==> src/rtl/mem_pkg.sv <==
// Shared encodings and helpers for the MEM-stage data-memory access path.
package mem_pkg;

  localparam logic [1:0] SZ_BYTE  = 2'd0;
  localparam logic [1:0] SZ_HALF  = 2'd1;
  localparam logic [1:0] SZ_WORD  = 2'd2;
  localparam logic [1:0] SZ_DWORD = 2'd3;

  localparam int unsigned MEM_SIZE_DEFAULT = 32'd1024;

  typedef enum logic [2:0] {
    ST_IDLE = 3'd0,
    ST_RD   = 3'd1,
    ST_DATA = 3'd2,
    ST_WR   = 3'd3,
    ST_RESP = 3'd4
  } state_t;

  function automatic logic [3:0] bytes_of(input logic [1:0] size);
    case (size)
      SZ_BYTE: return 4'd1;
      SZ_HALF: return 4'd2;
      SZ_WORD: return 4'd4;
      default: return 4'd8;
    endcase
  endfunction

  function automatic logic misaligned(input logic [1:0] size, input logic [2:0] off);
    case (size)
      SZ_BYTE: return 1'b0;
      SZ_HALF: return off[0];
      SZ_WORD: return (off[1:0] != 2'd0);
      default: return (off != 3'd0);
    endcase
  endfunction

endpackage

==> src/rtl/mem_lane_align.sv <==
// Big-endian lane extraction/extension for loads and lane merge for sub-dword stores.
module mem_lane_align
  import mem_pkg::*;
(
  input  logic [63:0] dword,
  input  logic [2:0]  off,
  input  logic [1:0]  size,
  input  logic        sign_ext,
  input  logic [63:0] wdata,
  output logic [63:0] load_data,
  output logic [63:0] store_data
);

  logic [63:0] shifted_s;
  logic [63:0] mask_s;
  logic [6:0]  pos_s;

  // Field sits at the top after shifting by off bytes; pos_s is the field LSB in the dword.
  always_comb begin
    shifted_s = dword << {off, 3'b000};
    pos_s     = 7'd64 - {1'b0, off, 3'b000} - {bytes_of(size), 3'b000};
    mask_s    = {64{1'b1}};
    load_data = shifted_s;
    case (size)
      SZ_BYTE: begin
        mask_s    = 64'h0000_0000_0000_00ff;
        load_data = {{56{sign_ext & shifted_s[63]}}, shifted_s[63:56]};
      end
      SZ_HALF: begin
        mask_s    = 64'h0000_0000_0000_ffff;
        load_data = {{48{sign_ext & shifted_s[63]}}, shifted_s[63:48]};
      end
      SZ_WORD: begin
        mask_s    = 64'h0000_0000_ffff_ffff;
        load_data = {{32{sign_ext & shifted_s[63]}}, shifted_s[63:32]};
      end
      default: begin
        mask_s    = {64{1'b1}};
        load_data = shifted_s;
      end
    endcase
    store_data = (dword & ~(mask_s << pos_s)) | ((wdata & mask_s) << pos_s);
  end

endmodule

==> src/rtl/mem_access_unit.sv <==
// MEM-stage initiator adapting byte/half/word/dword accesses to a dword-wide,
// 1-cycle registered-read memory, with read-modify-write for narrow stores.
module mem_access_unit
  import mem_pkg::*;
#(
  parameter int unsigned MEM_SIZE = MEM_SIZE_DEFAULT
)(
  input  logic        Clock,
  input  logic        ResetL,
  input  logic        req_valid,
  output logic        req_ready,
  input  logic        req_write,
  input  logic [1:0]  req_size,
  input  logic        req_signed,
  input  logic [63:0] req_addr,
  input  logic [63:0] req_wdata,
  output logic        rsp_valid,
  input  logic        rsp_ready,
  output logic [63:0] rsp_rdata,
  output logic        rsp_error,
  output logic [63:0] MemAddress,
  output logic [63:0] MemWriteData,
  output logic        MemoryRead,
  output logic        MemoryWrite,
  input  logic [63:0] MemReadData
);

  state_t      state_r;
  logic        write_r;
  logic [1:0]  size_r;
  logic        sign_r;
  logic [2:0]  off_r;
  logic [63:0] wdata_r;

  logic [63:0] base_s;
  logic [64:0] last_byte_s;
  logic        err_s;
  logic [63:0] load_data_s;
  logic [63:0] store_data_s;

  // Request decode; the 65-bit sum keeps addresses near the top of the space out of range.
  always_comb begin
    base_s      = {req_addr[63:3], 3'b000};
    last_byte_s = {1'b0, base_s} + 65'd7;
    err_s       = misaligned(req_size, req_addr[2:0]) || (last_byte_s >= 65'(MEM_SIZE));
  end

  mem_lane_align u_lane (
    .dword      (MemReadData),
    .off        (off_r),
    .size       (size_r),
    .sign_ext   (sign_r),
    .wdata      (wdata_r),
    .load_data  (load_data_s),
    .store_data (store_data_s)
  );

  // Access sequencer with registered strobes and response.
  always_ff @(posedge Clock or negedge ResetL) begin
    if (!ResetL) begin
      state_r      <= ST_IDLE;
      req_ready    <= 1'b1;
      rsp_valid    <= 1'b0;
      rsp_error    <= 1'b0;
      rsp_rdata    <= 64'd0;
      MemoryRead   <= 1'b0;
      MemoryWrite  <= 1'b0;
      MemAddress   <= 64'd0;
      MemWriteData <= 64'd0;
      write_r      <= 1'b0;
      size_r       <= 2'd0;
      sign_r       <= 1'b0;
      off_r        <= 3'd0;
      wdata_r      <= 64'd0;
    end else begin
      case (state_r)
        ST_IDLE: begin
          if (req_valid) begin
            req_ready <= 1'b0;
            write_r   <= req_write;
            size_r    <= req_size;
            sign_r    <= req_signed;
            off_r     <= req_addr[2:0];
            wdata_r   <= req_wdata;
            if (err_s) begin
              state_r   <= ST_RESP;
              rsp_valid <= 1'b1;
              rsp_error <= 1'b1;
              rsp_rdata <= 64'd0;
            end else if (req_write && (req_size == SZ_DWORD)) begin
              state_r      <= ST_WR;
              MemoryWrite  <= 1'b1;
              MemAddress   <= base_s;
              MemWriteData <= req_wdata;
            end else begin
              state_r    <= ST_RD;
              MemoryRead <= 1'b1;
              MemAddress <= base_s;
            end
          end
        end
        ST_RD: begin
          MemoryRead <= 1'b0;
          state_r    <= ST_DATA;
        end
        ST_DATA: begin
          if (write_r) begin
            state_r      <= ST_WR;
            MemoryWrite  <= 1'b1;
            MemWriteData <= store_data_s;
          end else begin
            state_r   <= ST_RESP;
            rsp_valid <= 1'b1;
            rsp_rdata <= load_data_s;
          end
        end
        ST_WR: begin
          MemoryWrite <= 1'b0;
          state_r     <= ST_RESP;
          rsp_valid   <= 1'b1;
          rsp_rdata   <= 64'd0;
        end
        ST_RESP: begin
          if (rsp_ready) begin
            state_r   <= ST_IDLE;
            req_ready <= 1'b1;
            rsp_valid <= 1'b0;
            rsp_error <= 1'b0;
            rsp_rdata <= 64'd0;
          end
        end
        default: begin
          state_r     <= ST_IDLE;
          req_ready   <= 1'b1;
          rsp_valid   <= 1'b0;
          rsp_error   <= 1'b0;
          MemoryRead  <= 1'b0;
          MemoryWrite <= 1'b0;
        end
      endcase
    end
  end

endmodule

==> config.mk <==
export PLATFORM = sky130hd
export DESIGN_NAME = mem_access_unit
export DESIGN_NICKNAME = d
export VERILOG_FILES = /design/src/rtl/mem_pkg.sv /design/src/rtl/mem_lane_align.sv /design/src/rtl/mem_access_unit.sv
export SDC_FILE = /design/constraint.sdc
export NUM_CORES = 1
export LEC_CHECK = 0
export ABC_CLOCK_PERIOD_IN_PS = 11600
export BUFFER_PORTS_ARGS = -buffer_cell sky130_fd_sc_hd__buf_4
export CAP_MARGIN = 20
export CORE_MARGIN = 1.5
export CORE_UTILIZATION = 55
export CTS_BUF_LIST = sky130_fd_sc_hd__clkbuf_8
export DETAILED_ROUTE_END_ITERATION = 7
export PLACE_DENSITY = 0.91
export SETUP_SLACK_MARGIN = 0.15
export SYNTH_ARGS = -nofsm -noshare
export SYNTH_HDL_FRONTEND = slang
export SYNTH_HIERARCHICAL = 1
export SYNTH_SLANG_ARGS = --single-unit
==> constraint.sdc <==
create_clock -name Clock -period 11.6 [get_ports Clock]
set_input_delay 2.32 -clock Clock [delete_from_list [all_inputs] [get_ports Clock]]
set_output_delay 2.32 -clock Clock [all_outputs]
set_load 0.01 [all_outputs]
# == After elaboration in Yosys (flattened, before gate mapping) ==
# Cells that the tools add are included.
# totals
ff_bits,268
inputBits,200
output_inout_bits,197
wordCells,108
# classes
n_eq_ne,17
muxes,38
n_bitwise,10
addsub,3
n_lt_le_gt_ge,1
n_shift,3
reduce_logical,22
# ops
cell,n
2-to-1 mux 64 bit,8
one-hot mux 64 bit (3 select lines),2
one-hot mux 64 bit (4 select lines),1
AND 64 bit,2
one-hot mux 64 bit (2 select lines),1
left shift 64 x 7 -> 64 bit,2
adder 64 x 3 -> 65 bit (second input constant),1
>= comparator 65 x 11 -> 1 bit (second input constant),1
NOT 64 bit,1
OR 64 bit,1
left shift 64 x 6 -> 64 bit,1
AND reduction 5 bit,4
inequality test 2 bit (second input constant),8
one-hot mux 3 bit (5 select lines),1
2-to-1 mux 1 bit,13
2-to-1 mux 3 bit,4
one-hot mux 1 bit (3 select lines),4
one-hot mux 4 bit (3 select lines),1
AND reduction 4 bit,2
subtractor 7 x 6 -> 7 bit (first input constant),1
subtractor 7 bit,1
== test 2 bit (second input constant),3
== test 3 x 2 -> 1 bit (second input constant),2
AND reduction 3 bit,2
other kinds (18),27

# == Depth between registers and ports, before layout ==
# Gate-level depths: netlist (run 1).
# logic_depth
ltp_word,9
ltp_mapped,16
mapped_depth_nobuf,12

# == Hierarchy ==
# The synthesis (run 1) kept the hierarchy.
# modules_own_cells
mod,cells_each,seq_area_each_um2,area_per_inst_um2,instances
mem_access_unit,716,6707.7,10682.7,1
mem_lane_align,666,0.0,5097.4,1

# == Worst setup path before layout (run 1) ==
# Ideal clock, no wire load.
# synth_path
kind,in2reg
start,input port req_addr[42]
end,register MemWriteData[10]
setup_slack_ns,7.335
required_time_ns,11.473
t_arrival_ns,4.137
path_stages,8
setup_ns,0.127
path_buffers,3
cell_sequence,nor4_2 o211ai_1 or4_1 buf_2 a21oi_2 buf_4 buf_6 mux2_1
# synth_via
elab_chain_len,5
# synth_lines
element,line,text
from (decl),mem_access_unit.sv:15,"input logic [63:0] req_addr,"
adder 64 x 3 -> 65 bit,mem_access_unit.sv:44,"last_byte_s = {1'b0, base_s} + 65'd7;"
>= comparator 65 x 11 -> 1 bit,mem_access_unit.sv:45,"err_s = misaligned(req_size, req_addr[2:0]) || (last_byte_s >= 65'(MEM_SIZE));"
logical OR 1 bit,mem_access_unit.sv:45,
inequality test 2 bit (no line),n/a,
AND reduction 5 bit (no line),n/a,
to (signal assigned),mem_access_unit.sv:94,MemWriteData <= req_wdata;
to (signal assigned),mem_access_unit.sv:110,MemWriteData <= store_data_s;
to (decl),mem_access_unit.sv:22,"output logic [63:0] MemWriteData,"
# Every way passes these cells.
# A chain may end at the register's enable or synchronous reset.

# == Worst setup path after layout (run 1) ==
# layout_path
start,register size_r[1]
end,register MemWriteData[26]
# layout_via
elab_chain_len,9
elab_cells_between_ends,14
classes_between,add/sub (1); eq/ne (2); shift (2); mux (4); bitwise (4); reduce/logical (1)
# layout_lines
element,line,text
from (decl),mem_access_unit.sv:30,logic [1:0] size_r;
from (signal assigned),mem_access_unit.sv:81,size_r <= req_size;
== test 2 bit (tied with other cells),"mem_pkg.sv:20, mem_lane_align.sv:24",
one-hot mux 4 bit (3 select lines),mem_pkg.sv:20,case (size)
subtractor 7 bit,mem_lane_align.sv:21,"pos_s = 7'd64 - {1'b0, off, 3'b000} - {bytes_of(size), 3'b000};"
left shift 64 x 7 -> 64 bit,mem_lane_align.sv:42,store_data = (dword & ~(mask_s << pos_s)) | ((wdata & mask_s) << pos_s);
NOT 64 bit,mem_lane_align.sv:42,
AND 64 bit,mem_lane_align.sv:42,
OR 64 bit *,mem_lane_align.sv:42,
via store_data_s[26],mem_access_unit.sv:39,logic [63:0] store_data_s;
2-to-1 mux 64 bit *,mem_access_unit.sv:107,if (write_r) begin
one-hot mux 64 bit (2 select lines) *,mem_access_unit.sv:76,case (state_r)
# The timed path passes the listed nets; every way through them passes the cells marked *. The select of a mux whose other input is x is not followed.

==> results of run 1 <==
==> cells in the final DEF (no fill, tap or decap), types with 11 or more instances in the layout <==
master                      netlist  final
sky130_fd_sc_hd__o211ai_1        24     24
sky130_fd_sc_hd__dfrtp_1        267    265
sky130_fd_sc_hd__nand2_1         74     74
sky130_fd_sc_hd__mux2_1          50     50
sky130_fd_sc_hd__nor2_1          33     33
sky130_fd_sc_hd__o2bb2ai_1       24     24
sky130_fd_sc_hd__a22o_1          80     80
sky130_fd_sc_hd__a21oi_1         26     26
sky130_fd_sc_hd__mux4_2          30     30
sky130_fd_sc_hd__a32o_1          14     14
sky130_fd_sc_hd__clkbuf_8         0     59
sky130_fd_sc_hd__a221o_1         21     21
sky130_fd_sc_hd__nand3_1         24     24
sky130_fd_sc_hd__nor4_1          14     14
sky130_fd_sc_hd__mux2i_1         47     47
sky130_fd_sc_hd__nor3_1          13     13
sky130_fd_sc_hd__a22oi_1         16     16
sky130_fd_sc_hd__a211oi_1        14     14
sky130_fd_sc_hd__a31oi_1         11     11
sky130_fd_sc_hd__inv_1           11     21
sky130_fd_sc_hd__nor2b_1         24     24
sky130_fd_sc_hd__buf_4            9    410
sky130_fd_sc_hd__o21ai_0         51     51
sky130_fd_sc_hd__and2_1          62     60
sky130_fd_sc_hd__o22ai_1         19     19
sky130_fd_sc_hd__mux2_2         182    182
sky130_fd_sc_hd__nor3b_1         13     13
==> synthesized netlist by cell type (14+ instances only) <==
cell type | n | area [um^2]
sky130_fd_sc_hd__a211oi_1 | 14 | 105
sky130_fd_sc_hd__a21oi_1 | 26 | 130
sky130_fd_sc_hd__a221o_1 | 21 | 210
sky130_fd_sc_hd__a22o_1 | 80 | 701
sky130_fd_sc_hd__a22oi_1 | 16 | 120
sky130_fd_sc_hd__a32o_1 | 14 | 140
sky130_fd_sc_hd__and2_1 | 62 | 388
sky130_fd_sc_hd__buf_2 | 39 | 195
sky130_fd_sc_hd__buf_6 | 18 | 203
sky130_fd_sc_hd__clkbuf_1 | 42 | 158
sky130_fd_sc_hd__dfrtp_1 | 267 | 6680
sky130_fd_sc_hd__mux2_1 | 50 | 563
sky130_fd_sc_hd__mux2_2 | 182 | 2050
sky130_fd_sc_hd__mux2i_1 | 47 | 470
sky130_fd_sc_hd__mux4_2 | 30 | 676
sky130_fd_sc_hd__nand2_1 | 74 | 278
sky130_fd_sc_hd__nand3_1 | 24 | 120
sky130_fd_sc_hd__nor2_1 | 33 | 124
sky130_fd_sc_hd__nor2b_1 | 24 | 150
sky130_fd_sc_hd__nor4_1 | 14 | 87.6
sky130_fd_sc_hd__o211ai_1 | 24 | 180
sky130_fd_sc_hd__o21ai_0 | 51 | 255
sky130_fd_sc_hd__o22ai_1 | 19 | 119
sky130_fd_sc_hd__o2bb2ai_1 | 24 | 210
==> critical path, cell delays in order (launching register included) <==
cell and delay (ns):
sky130_fd_sc_hd__dfrtp_1 0.64, sky130_fd_sc_hd__nor2b_1 0.68, sky130_fd_sc_hd__inv_1 0.49, sky130_fd_sc_hd__ha_1 0.42, sky130_fd_sc_hd__ha_1 0.26, sky130_fd_sc_hd__or2_1 0.28
sky130_fd_sc_hd__o22ai_4 0.40, sky130_fd_sc_hd__mux2i_4 0.74, sky130_fd_sc_hd__nand3b_1 0.40, sky130_fd_sc_hd__a22o_1 0.35, sky130_fd_sc_hd__mux2_2 0.26, sky130_fd_sc_hd__mux2_1 0.30
==> per-stage QoR <==
stage,utilization,hold WS [ns],area (um^2)
floorplan,-,0.475,15800
global placement,0.668,0.467,18700
detailed placement,0.668,0.472,18700
CTS,0.702,0.492,19700
global route,0.703,0.500,19700
finish,0.703,0.488,19700
==> kinds of logic after synthesis <==
kind of cell               Yosys count  synth area share
buffers and inverters              136            0.0469
adders and majority gates            7           0.00555
muxes                              311             0.241
and+or+nand+nor                    300             0.104
other                                1          0.000238
xor gates and xnor gates             5           0.00397
DFF                                268             0.425
AOI/OAI and AO/OA                  354             0.174
==> metal layers <==
layer  GRT usage  share of wire
met3       0.126           0.12
met5           0        0.00060
met1       0.520           0.37
met4       0.211          0.061
met2       0.634           0.45
==> cell type report <==
class | instances | area [um^2] | share of cell area
Inverter | 14 | 52.6 | 0.00267
Sequential cell | 268 | 6710 | 0.341
Clock inverter | 20 | 144 | 0.00731
Tap cell | 378 | 473 | 0.0240
Antenna cell | 3 | 7.51 | 0.000381
Multi-Input combinational cell | 980 | 8350 | 0.424
Timing Repair Buffer | 413 | 3130 | 0.159
Clock buffer | 59 | 812 | 0.0412
==> registers in the layout, summed over array words and instances (netlist names) <==
| signal | cells |
|---|---|
| MemAddress | 61 |
| MemWriteData | 64 |
| MemoryRead | 1 |
| MemoryWrite | 1 |
| off_r | 3 |
| req_ready | 1 |
| rsp_error | 1 |
| rsp_rdata | 64 |
| rsp_valid | 1 |
| sign_r | 1 |
| size_r | 2 |
| state_r | 3 |
| wdata_r | 64 |
| write_r | 1 |
==> report_power, final <==
| group | total (mW) | internal, mW | switching [mW] |
|---|---|---|---|
| logic | 2.04 | 0.783 | 1.26 |
| clock network | 0.897 | 0.481 | 0.416 |
| registers | 1.20 | 1.06 | 0.141 |
==> final timing paths <==
check	cells after the start	slack, ns	end	from
min reg2reg	1	0.49	MemWriteData[4]	MemWriteData[4]
min	1	0.49	MemWriteData[4]	MemWriteData[4]
max	11	6.21	MemWriteData[26]	size_r[1]
max reg2reg	11	6.21	MemWriteData[26]	size_r[1]
max in group asynchronous	2	8.45	off_r[0]	ResetL
min in group asynchronous	1	1.78	rsp_rdata[46]	ResetL
==> impl_summary.log, run 1 <==
[metrics] outcome: complete, no violations
[metrics] Final TNS setup: 0 ns
[metrics] leakage dissipation: 8.95 nW
[metrics] first-pass iteration count of the detailed router: 7
[metrics] drt wl/cell: 28.7 um
[metrics] number of antenna violations at the first check in global routing: 6
[metrics] number of enable-type register cells in the synthesized netlist: 0
[metrics] maximum frequency from static timing analysis: 186 MHz
[metrics] clock insertion delay at the later pin of the skew report: 0.59 ns
[metrics] post-layout instance count excluding filler cells: 2135
[metrics] number of buffers added on ports: 393
[metrics] max-cap viol count: 0
[metrics] number of global-route vias before repair: 13900
[metrics] count of standard-cell rows: 61
[metrics] power per unit of standard cell area: 210 nW/um^2
[metrics] detailed router's first-iteration violation count: 1804
[metrics] largest net degree at the start of global routing: 161
[metrics] CTS tree: done
[metrics] Netlist Area Pre-Place: 15800 um^2
[metrics] maximum buffer depth of the clock tree: 3
[metrics] warnings from Yosys: 6
[metrics] top fanout value on the critical path: 19
[metrics] total of endpoints with negative setup slack in the final report: 0
[metrics] number of H-tree levels: 2
[metrics] GPL Wtd Cong: 1.10
[metrics] Post-CTS Repair Setup Buffers: 0
[metrics] Congestion Overflow GR: 0
[metrics] Floorplan Core Area: 28000 um^2
[metrics] placed instance count: 2052
[metrics] Max rail drop VDD: 0.148 mV
[metrics] part of the Yosys area used for sequential elements: 0.425
[metrics] net count reported at finish: 1927
[metrics] buffer cell driving the clock tree root: sky130_fd_sc_hd__clkbuf_8
[metrics] CP Data Required Time: 12.06 ns
[metrics] critical path launch point type: register
[metrics] Distinct cells, synth: 83
[metrics] post-synthesis cell count: 1382
[metrics] Worst Setup Slack, final: 6.21 ns
[metrics] count of hold-fix buffers inserted at cts: 0
[metrics] Reg clk slew, reported paths: 0.06 ns
[metrics] sum of net half-perimeters after detailed placement: 45100 um
[metrics] number of inserted filler cells in the final layout: 1987
[metrics] RSZ-0062 raised after global routing: no
[metrics] crit path kind: register to register
[metrics] worst setup slack after placement: 6.42 ns
[metrics] clock net sink count: 268
[metrics] Period minus WS final: 5.39 ns
[metrics] DIE AREA: 29700 um^2
[metrics] TritonCTS Buffers: 43
[metrics] via total after detailed routing: 14400
[metrics] effective utilization at floorplan: 0.563
[metrics] CTS resizes: 0
[metrics] total design power: 4.14 mW
[metrics] number of vias per cell: 6.73
[metrics] Slew @ Worst Pin: 1.06 ns
[metrics] Synth Register Bits: 268
[metrics] area delta synth->final: 24.8%
[metrics] WL final: 61300 um
[metrics] fraction of final layout cells with drive strength greater than 1: 0.415
[metrics] Data arrival, critical path: 5.84 ns
[metrics] CP endpoint kind: register
[metrics] die width: 172 um
[metrics] worst max-slew margin expressed relative to the limit: 0.294
[metrics] post-route antenna net violation count: 0
[metrics] number of slew-limit violations in the final report: 0
[metrics] post-route DRC violation count: 0
[metrics] Post-synth ARST share: 1.00
[metrics] global-route wire length before repair: 89200 um
[metrics] main flop type after synthesis: sky130_fd_sc_hd__dfrtp_1
[metrics] synthesized area per cell: 11.4 um^2
[metrics] skew final: 0.0170 ns
[metrics] global-route usage over all layers: 0.411
[metrics] post-route clock period utilization: 0.464
[metrics] final hold violation count: 0
[metrics] hold crit path type: register to register
[metrics] I/O pin cnt: 397
[metrics] overall die height: 172 um
Note: power is estimated with default switching activity, not from simulation.
==> run 2, diff against run 1 <==
--- a/config.mk
+++ b/config.mk
@@ -5,7 +5,7 @@
 export SDC_FILE = /design/constraint.sdc
 export NUM_CORES = 1
 export LEC_CHECK = 0
-export ABC_CLOCK_PERIOD_IN_PS = 11600
+export ABC_CLOCK_PERIOD_IN_PS = 5600
 export BUFFER_PORTS_ARGS = -buffer_cell sky130_fd_sc_hd__buf_4
 export CAP_MARGIN = 20
 export CORE_MARGIN = 1.5
==> constraint.sdc (replaced) <==
create_clock -name Clock -period 5.6 [get_ports Clock]
set_input_delay 1.12 -clock Clock [delete_from_list [all_inputs] [get_ports Clock]]
set_output_delay 1.12 -clock Clock [all_outputs]
set_load 0.01 [all_outputs]
==> impl_summary.log, run 2 (synthesis results as in run 1) <==
[metrics] Levels on crit path: 12
[metrics] number of slew-limit violations in the final report: 0
[metrics] skew final: 0.0579 ns
[metrics] worst hold slack: 0.491 ns
[metrics] top fanout value on the critical path: 30
[metrics] # diodes: 0
[metrics] WL final: 61400 um
[metrics] placed instance count: 2058
[metrics] global-route wire length before repair: 89200 um
[metrics] maximum frequency from static timing analysis: 213 MHz
[metrics] sum of net half-perimeters after detailed placement: 45800 um
[metrics] worst max-slew margin expressed relative to the limit: 0.345
[metrics] CP Data Required Time: 6.08 ns
[metrics] via total after detailed routing: 14300
[metrics] maximum buffer depth of the clock tree: 3
[metrics] buffer cell driving the clock tree root: sky130_fd_sc_hd__clkbuf_8
[metrics] depth of the worst register-to-register path: 12
[metrics] max-cap viol count: 0
[metrics] clock net sink count: 268
[metrics] critical path launch point type: register
[metrics] CP max-delay cell: sky130_fd_sc_hd__nor2_1
[metrics] post-route clock period utilization: 0.839
[metrics] post-route antenna net violation count: 0
[metrics] Util after Layout: 0.704
[metrics] cell count of the worst hold path: 1
[metrics] die width: 172 um
[metrics] Data arrival, critical path: 5.18 ns
[metrics] worst setup slack after placement: 1.05 ns
[metrics] critical path's largest stage delay: 0.66 ns
[metrics] GPL Wtd Cong: 1.10
[metrics] Worst Setup Slack, final: 0.899 ns
[metrics] count of buffer and inverter cells on the critical path: 3
[metrics] amount of wire on met2 after detailed routing: 28100 um
[metrics] detailed router's first-iteration violation count: 2012
[metrics] highest-count cells in the layout ignoring fill and taps: 415 x sky130_fd_sc_hd__buf_4, 265 x sky130_fd_sc_hd__dfrtp_1, 182 x sky130_fd_sc_hd__mux2_2
[metrics] TritonCTS Buffers: 44
[metrics] Reg clk slew, reported paths: 0.07 ns
[metrics] CTS resizes: 0
[metrics] cell family with the largest share of critical-path delay: simple AND/OR/NAND/NOR gates
[metrics] largest registers: MemWriteData x64, rsp_rdata x64, wdata_r x64
[metrics] hold crit path type: register to register
[metrics] length of routed met3 wiring: 6780 um
[metrics] number of antenna violations at the first check in global routing: 6
[metrics] CP endpoint kind: register
[metrics] drt wl/cell: 28.7 um
[metrics] DIE AREA: 29700 um^2
[metrics] critical path cell sequence: buf_4 -> nor2b_1 -> inv_1 -> ha_1 -> ha_1 -> xnor2_1 -> buf_4 -> nor2_1 -> a311oi_2 -> a221o_1 -> mux2_2 -> mux2_1
[metrics] count of hold-fix buffers inserted at cts: 0
[metrics] post-route DRC violation count: 0
[metrics] Period minus WS final: 4.70 ns
[metrics] RSZ-0062 raised after global routing: no
[metrics] post-layout instance count excluding filler cells: 2142
[metrics] post-route met1 wirelength: 23100 um
[metrics] clock insertion delay at the later pin of the skew report: 0.60 ns
[metrics] leakage dissipation: 8.99 nW
[metrics] count of standard-cell rows: 61
[metrics] overall die height: 172 um
[metrics] largest net degree at the start of global routing: 111
[metrics] number of buffers added on ports: 393
[metrics] number of inserted filler cells in the final layout: 1960
[metrics] total of endpoints with negative setup slack in the final report: 0
[metrics] final hold violation count: 0
[metrics] number of H-tree levels: 2
[metrics] highest routing layer actually used: met5
[metrics] number of global-route vias before repair: 14100
[metrics] global-route usage over all layers: 0.410
[metrics] net count reported at finish: 1936
[metrics] Max rail drop VDD: 0.275 mV
[metrics] crit path kind: register to register
[metrics] Final TNS setup: 0 ns
[metrics] Post-CTS Repair Setup Buffers: 0
[metrics] area delta synth->final: 24.9%
[metrics] Congestion Overflow GR: 0
[metrics] Floorplan Core Area: 28000 um^2
[metrics] power per unit of standard cell area: 429 nW/um^2
[metrics] number of vias per cell: 6.66
[metrics] fraction of final layout cells with drive strength greater than 1: 0.414
[metrics] first-pass iteration count of the detailed router: 8
[metrics] Slew @ Worst Pin: 0.982 ns
[metrics] CTS tree: done
[metrics] effective utilization at floorplan: 0.563
[metrics] I/O pin cnt: 397
[metrics] leading cell type in the layout, fill and taps excluded: sky130_fd_sc_hd__buf_4
[metrics] outcome: complete, no violations
[run 2: cell count changes in the layout (fill, tap and decap cells not counted), sizes merged]
cell	delta
clkbuf	-6
bufinv	-1
diode	-3
buf	+8
inv	+9
[run 2: per-layer routing]
metal | global-route usage | up-vias
met2 | 0.651 | 989
met4 | 0.201 | 8
met1 | 0.521 | 7075
li1 | - | 5976
met5 | 0 | -
met3 | 0.105 | 221
[run 2: worst reg2reg max path, delay by kind of cell, from the launching register on]
| family | cells | cell delay [ns] |
|---|---|---|
| simple gates | 2 | 1.31 |
| compound gates | 2 | 0.84 |
| buf+inv | 3 | 0.69 |
| fa+ha+maj | 2 | 0.68 |
| mux | 2 | 0.58 |
| flops | 1 | 0.34 |
| xor+xnor | 1 | 0.15 |
[run 2: path summary, 6_finish.rpt]
kind,start,end,slack [ns]
max in group asynchronous,ResetL,MemAddress[3],3.74
setup / recovery,size_r[1],MemWriteData[42],0.90
hold / removal,MemWriteData[4],MemWriteData[4],0.49
hold reg to reg,MemWriteData[4],MemWriteData[4],0.49
setup reg to reg,size_r[1],MemWriteData[42],0.90
min in group asynchronous,ResetL,state_r[1],0.58
[run 2: layout make-up]
class | count | area (um^2) | area share
inverter | 14 | 52.6 | 0.00267
timing repair buffer | 421 | 3240 | 0.164
tap | 378 | 473 | 0.0240
multi-input combinational | 980 | 8350 | 0.424
clock inverter | 28 | 150 | 0.00762
sequential | 268 | 6710 | 0.341
clock buffer | 53 | 729 | 0.0370
[run 2: power by group]
group | total (mW) | switching [mW] | internal (mW)
sequential | 2.48 | 0.278 | 2.20
combinational | 4.25 | 2.58 | 1.67
clock | 1.74 | 0.860 | 0.876
total | 8.46 | 3.72 | 4.74
[run 2: per-stage QoR]
step                      area [um^2]  total power, mW
after floorplan                 15800             5.09
after global placement          18800             6.52
after detailed placement        18800             6.55
after CTS                       19700             8.29
after global routing            19700             8.72
final                           19700             8.46
==> run 3, diff against run 2 <==
--- a/config.mk
+++ b/config.mk
@@ -5,14 +5,14 @@
 export SDC_FILE = /design/constraint.sdc
 export NUM_CORES = 1
 export LEC_CHECK = 0
-export ABC_CLOCK_PERIOD_IN_PS = 5600
+export ABC_CLOCK_PERIOD_IN_PS = 4000
 export BUFFER_PORTS_ARGS = -buffer_cell sky130_fd_sc_hd__buf_4
 export CAP_MARGIN = 20
 export CORE_MARGIN = 1.5
-export CORE_UTILIZATION = 55
+export CORE_UTILIZATION = 50
 export CTS_BUF_LIST = sky130_fd_sc_hd__clkbuf_8
 export DETAILED_ROUTE_END_ITERATION = 7
-export PLACE_DENSITY = 0.91
+export PLACE_DENSITY = 0.88
 export SETUP_SLACK_MARGIN = 0.15
 export SYNTH_ARGS = -nofsm -noshare
 export SYNTH_HDL_FRONTEND = slang
==> constraint.sdc (replaced) <==
create_clock -name Clock -period 4 [get_ports Clock]
set_input_delay 0.8 -clock Clock [delete_from_list [all_inputs] [get_ports Clock]]
set_output_delay 0.8 -clock Clock [all_outputs]
set_load 0.01 [all_outputs]
==> impl_summary.log, run 3 (synthesis results as in run 1) <==
[metrics] Final TNS setup: 0 ns
[metrics] max-cap viol count: 0
[metrics] Data arrival, critical path: 4.25 ns
[metrics] number of vias per cell: 6.49
[metrics] buffer cell driving the clock tree root: sky130_fd_sc_hd__clkbuf_8
[metrics] overall die height: 181 um
[metrics] die width: 181 um
[metrics] Period minus WS final: 3.72 ns
[metrics] via total after detailed routing: 14200
[metrics] Floorplan Core Area: 30800 um^2
[metrics] largest registers: MemWriteData x64, rsp_rdata x64, wdata_r x64
[metrics] maximum buffer depth of the clock tree: 3
[metrics] WL final: 61700 um
[metrics] placed inst area: 19000 um^2
[metrics] first-pass iteration count of the detailed router: 5
[metrics] Slew @ Worst Pin: 1.06 ns
[metrics] hold crit path type: input port to asynchronous set/reset pin
[metrics] I/O pin cnt: 397
[metrics] post-route DRC violation count: 0
[metrics] highest-count cells in the layout ignoring fill and taps: 448 x sky130_fd_sc_hd__buf_4, 264 x sky130_fd_sc_hd__dfrtp_1, 182 x sky130_fd_sc_hd__mux2_2
[metrics] Congestion Overflow GR: 0
[metrics] post-route antenna net violation count: 0
[metrics] total design power: 12.3 mW
[metrics] area delta synth->final: 27.2%
[metrics] depth of the worst register-to-register path: 11
[metrics] design area: 20100 um^2
[metrics] Reg clk slew, reported paths: 0.06 ns
[metrics] sum of net half-perimeters after detailed placement: 47100 um
[metrics] worst max-slew margin expressed relative to the limit: 0.293
[metrics] CTS tree: done
[metrics] net count reported at finish: 1971
[metrics] Max rail drop VDD: 0.406 mV
[metrics] post-layout instance count excluding filler cells: 2193
[metrics] maximum frequency from static timing analysis: 269 MHz
[metrics] placed instance count: 2105
[metrics] critical path launch point: size_r[0]
[metrics] global-route wire length before repair: 92100 um
[metrics] number of global-route vias before repair: 14200
[metrics] Crit Reg-Reg Startpoint: size_r[0]
[metrics] total of endpoints with negative setup slack in the final report: 0
[metrics] TritonCTS Buffers: 45
[metrics] CP endpoint kind: register
[metrics] power per unit of standard cell area: 614 nW/um^2
[metrics] effective utilization at floorplan: 0.512
[metrics] clock net sink count: 268
[metrics] number of buffers added on ports: 393
[metrics] endpoint of the worst-slack reg-to-reg timing path: MemWriteData[39]
[metrics] clock insertion delay at the later pin of the skew report: 0.59 ns
[metrics] RSZ-0062 raised after global routing: no
[metrics] DIE AREA: 32600 um^2
[metrics] CP dominant cell by count: sky130_fd_sc_hd__ha_1
[metrics] critical path's largest stage delay: 0.58 ns
[metrics] worst setup path endpoint: MemWriteData[39]
[metrics] detailed router's first-iteration violation count: 1608
[metrics] largest net degree at the start of global routing: 113
[metrics] post-route clock period utilization: 0.931
[metrics] global-route usage over all layers: 0.375
[metrics] leading cell type in the layout, fill and taps excluded: sky130_fd_sc_hd__buf_4
[metrics] fraction of final layout cells with drive strength greater than 1: 0.434
[metrics] number of antenna violations at the first check in global routing: 5
[metrics] critical path cell sequence: nor2b_2 -> inv_1 -> ha_1 -> ha_1 -> buf_4 -> nand2_1 -> nor2_1 -> a222oi_1 -> o2bb2ai_1 -> mux2_2 -> mux2_1
[metrics] number of H-tree levels: 2
[metrics] outcome: complete, no violations
[metrics] skew final: 0.0296 ns
[metrics] # diodes: 0
[metrics] leakage dissipation: 9.16 nW
[metrics] CP max-delay cell: sky130_fd_sc_hd__nor2_1
[metrics] number of slew-limit violations in the final report: 0
[metrics] flop2flop setup slack: 0.28 ns
[metrics] critical path launch point type: register
[metrics] GPL Wtd Cong: 1.02
[metrics] CP Data Required Time: 4.52 ns
[metrics] top fanout value on the critical path: 31
[metrics] drt wl/cell: 28.1 um
[metrics] final hold violation count: 0
[metrics] crit path kind: register to register
[metrics] count of standard-cell rows: 64
[run 3: changes by cell type in the layout (fill, tap and decap cells not counted), sizes merged]
cell	change
buf	+34
clkinvlp	+1
clkbuf	+4
bufinv	+1
clkinv	+5
inv	-12
[run 3: per-layer routing]
metal,global-route usage,part of all wire,vias up
met1,0.493,0.39,7042
met4,0.184,0.054,10
met5,0,0.0014,-
li1,-,-,6046
met3,0.101,0.11,211
met2,0.574,0.45,929
[run 3: layout make-up]
| type | count | area (um^2) |
|---|---|---|
| fill | 2387 | 10800 |
| multi-input combinational | 980 | 8370 |
| sequential | 268 | 6710 |
| timing repair buffer | 455 | 3500 |
| clock buffer | 57 | 785 |
| tap | 396 | 495 |
| clock inverter | 23 | 158 |
| inverter | 14 | 52.6 |
[run 3: what timing repair did]
action                     in CTS  in global routing
hold buffers                    0                  0
setup endpoints to repair      24                 33
buffers inserted                3                  5
resized for setup               3                  2
pin swaps                       2                  0
cloned                          0                  0
[run 3: where the power goes]
group | total (mW) | internal, mW | switching, mW
Sequential | 3.48 | 3.08 | 0.396
Combinational | 6.30 | 2.56 | 3.74
Clock | 2.55 | 1.36 | 1.19
[run 3: worst min path at each step]
stage,start,end,slack (ns),cells after the start
5_1_grt,ResetL,rsp_rdata[46],0.37,1
3_3_place_gp,MemoryWrite,MemoryWrite,0.47,1
3_5_place_dp,MemoryWrite,MemoryWrite,0.47,1
2_1_floorplan,wdata_r[58],wdata_r[58],0.48,1
4_1_cts,ResetL,rsp_rdata[13],0.34,1
6_report,ResetL,rsp_rdata[46],0.31,1
[run 3: through the flow]
step / hold WS (ns) / util / setup WS, ns
global placement: 0.466 / 0.618 / 0.199
floorplan: 0.475 / - / 0.154
global route: 0.374 / 0.651 / 0.157
detailed placement: 0.472 / 0.618 / 0.0725
finish: 0.313 / 0.651 / 0.276
CTS: 0.338 / 0.650 / 0.225
[run 3: critical path, delay by kind of cell, from the launching register on]
kind	cells	cell delay [ns]
muxes	2	0.38
and+or+nand+nor	3	1.03
adders and majority gates	2	0.73
AOI/OAI and AO/OA	2	0.68
buffers and inverters	2	0.47
DFF	1	0.41
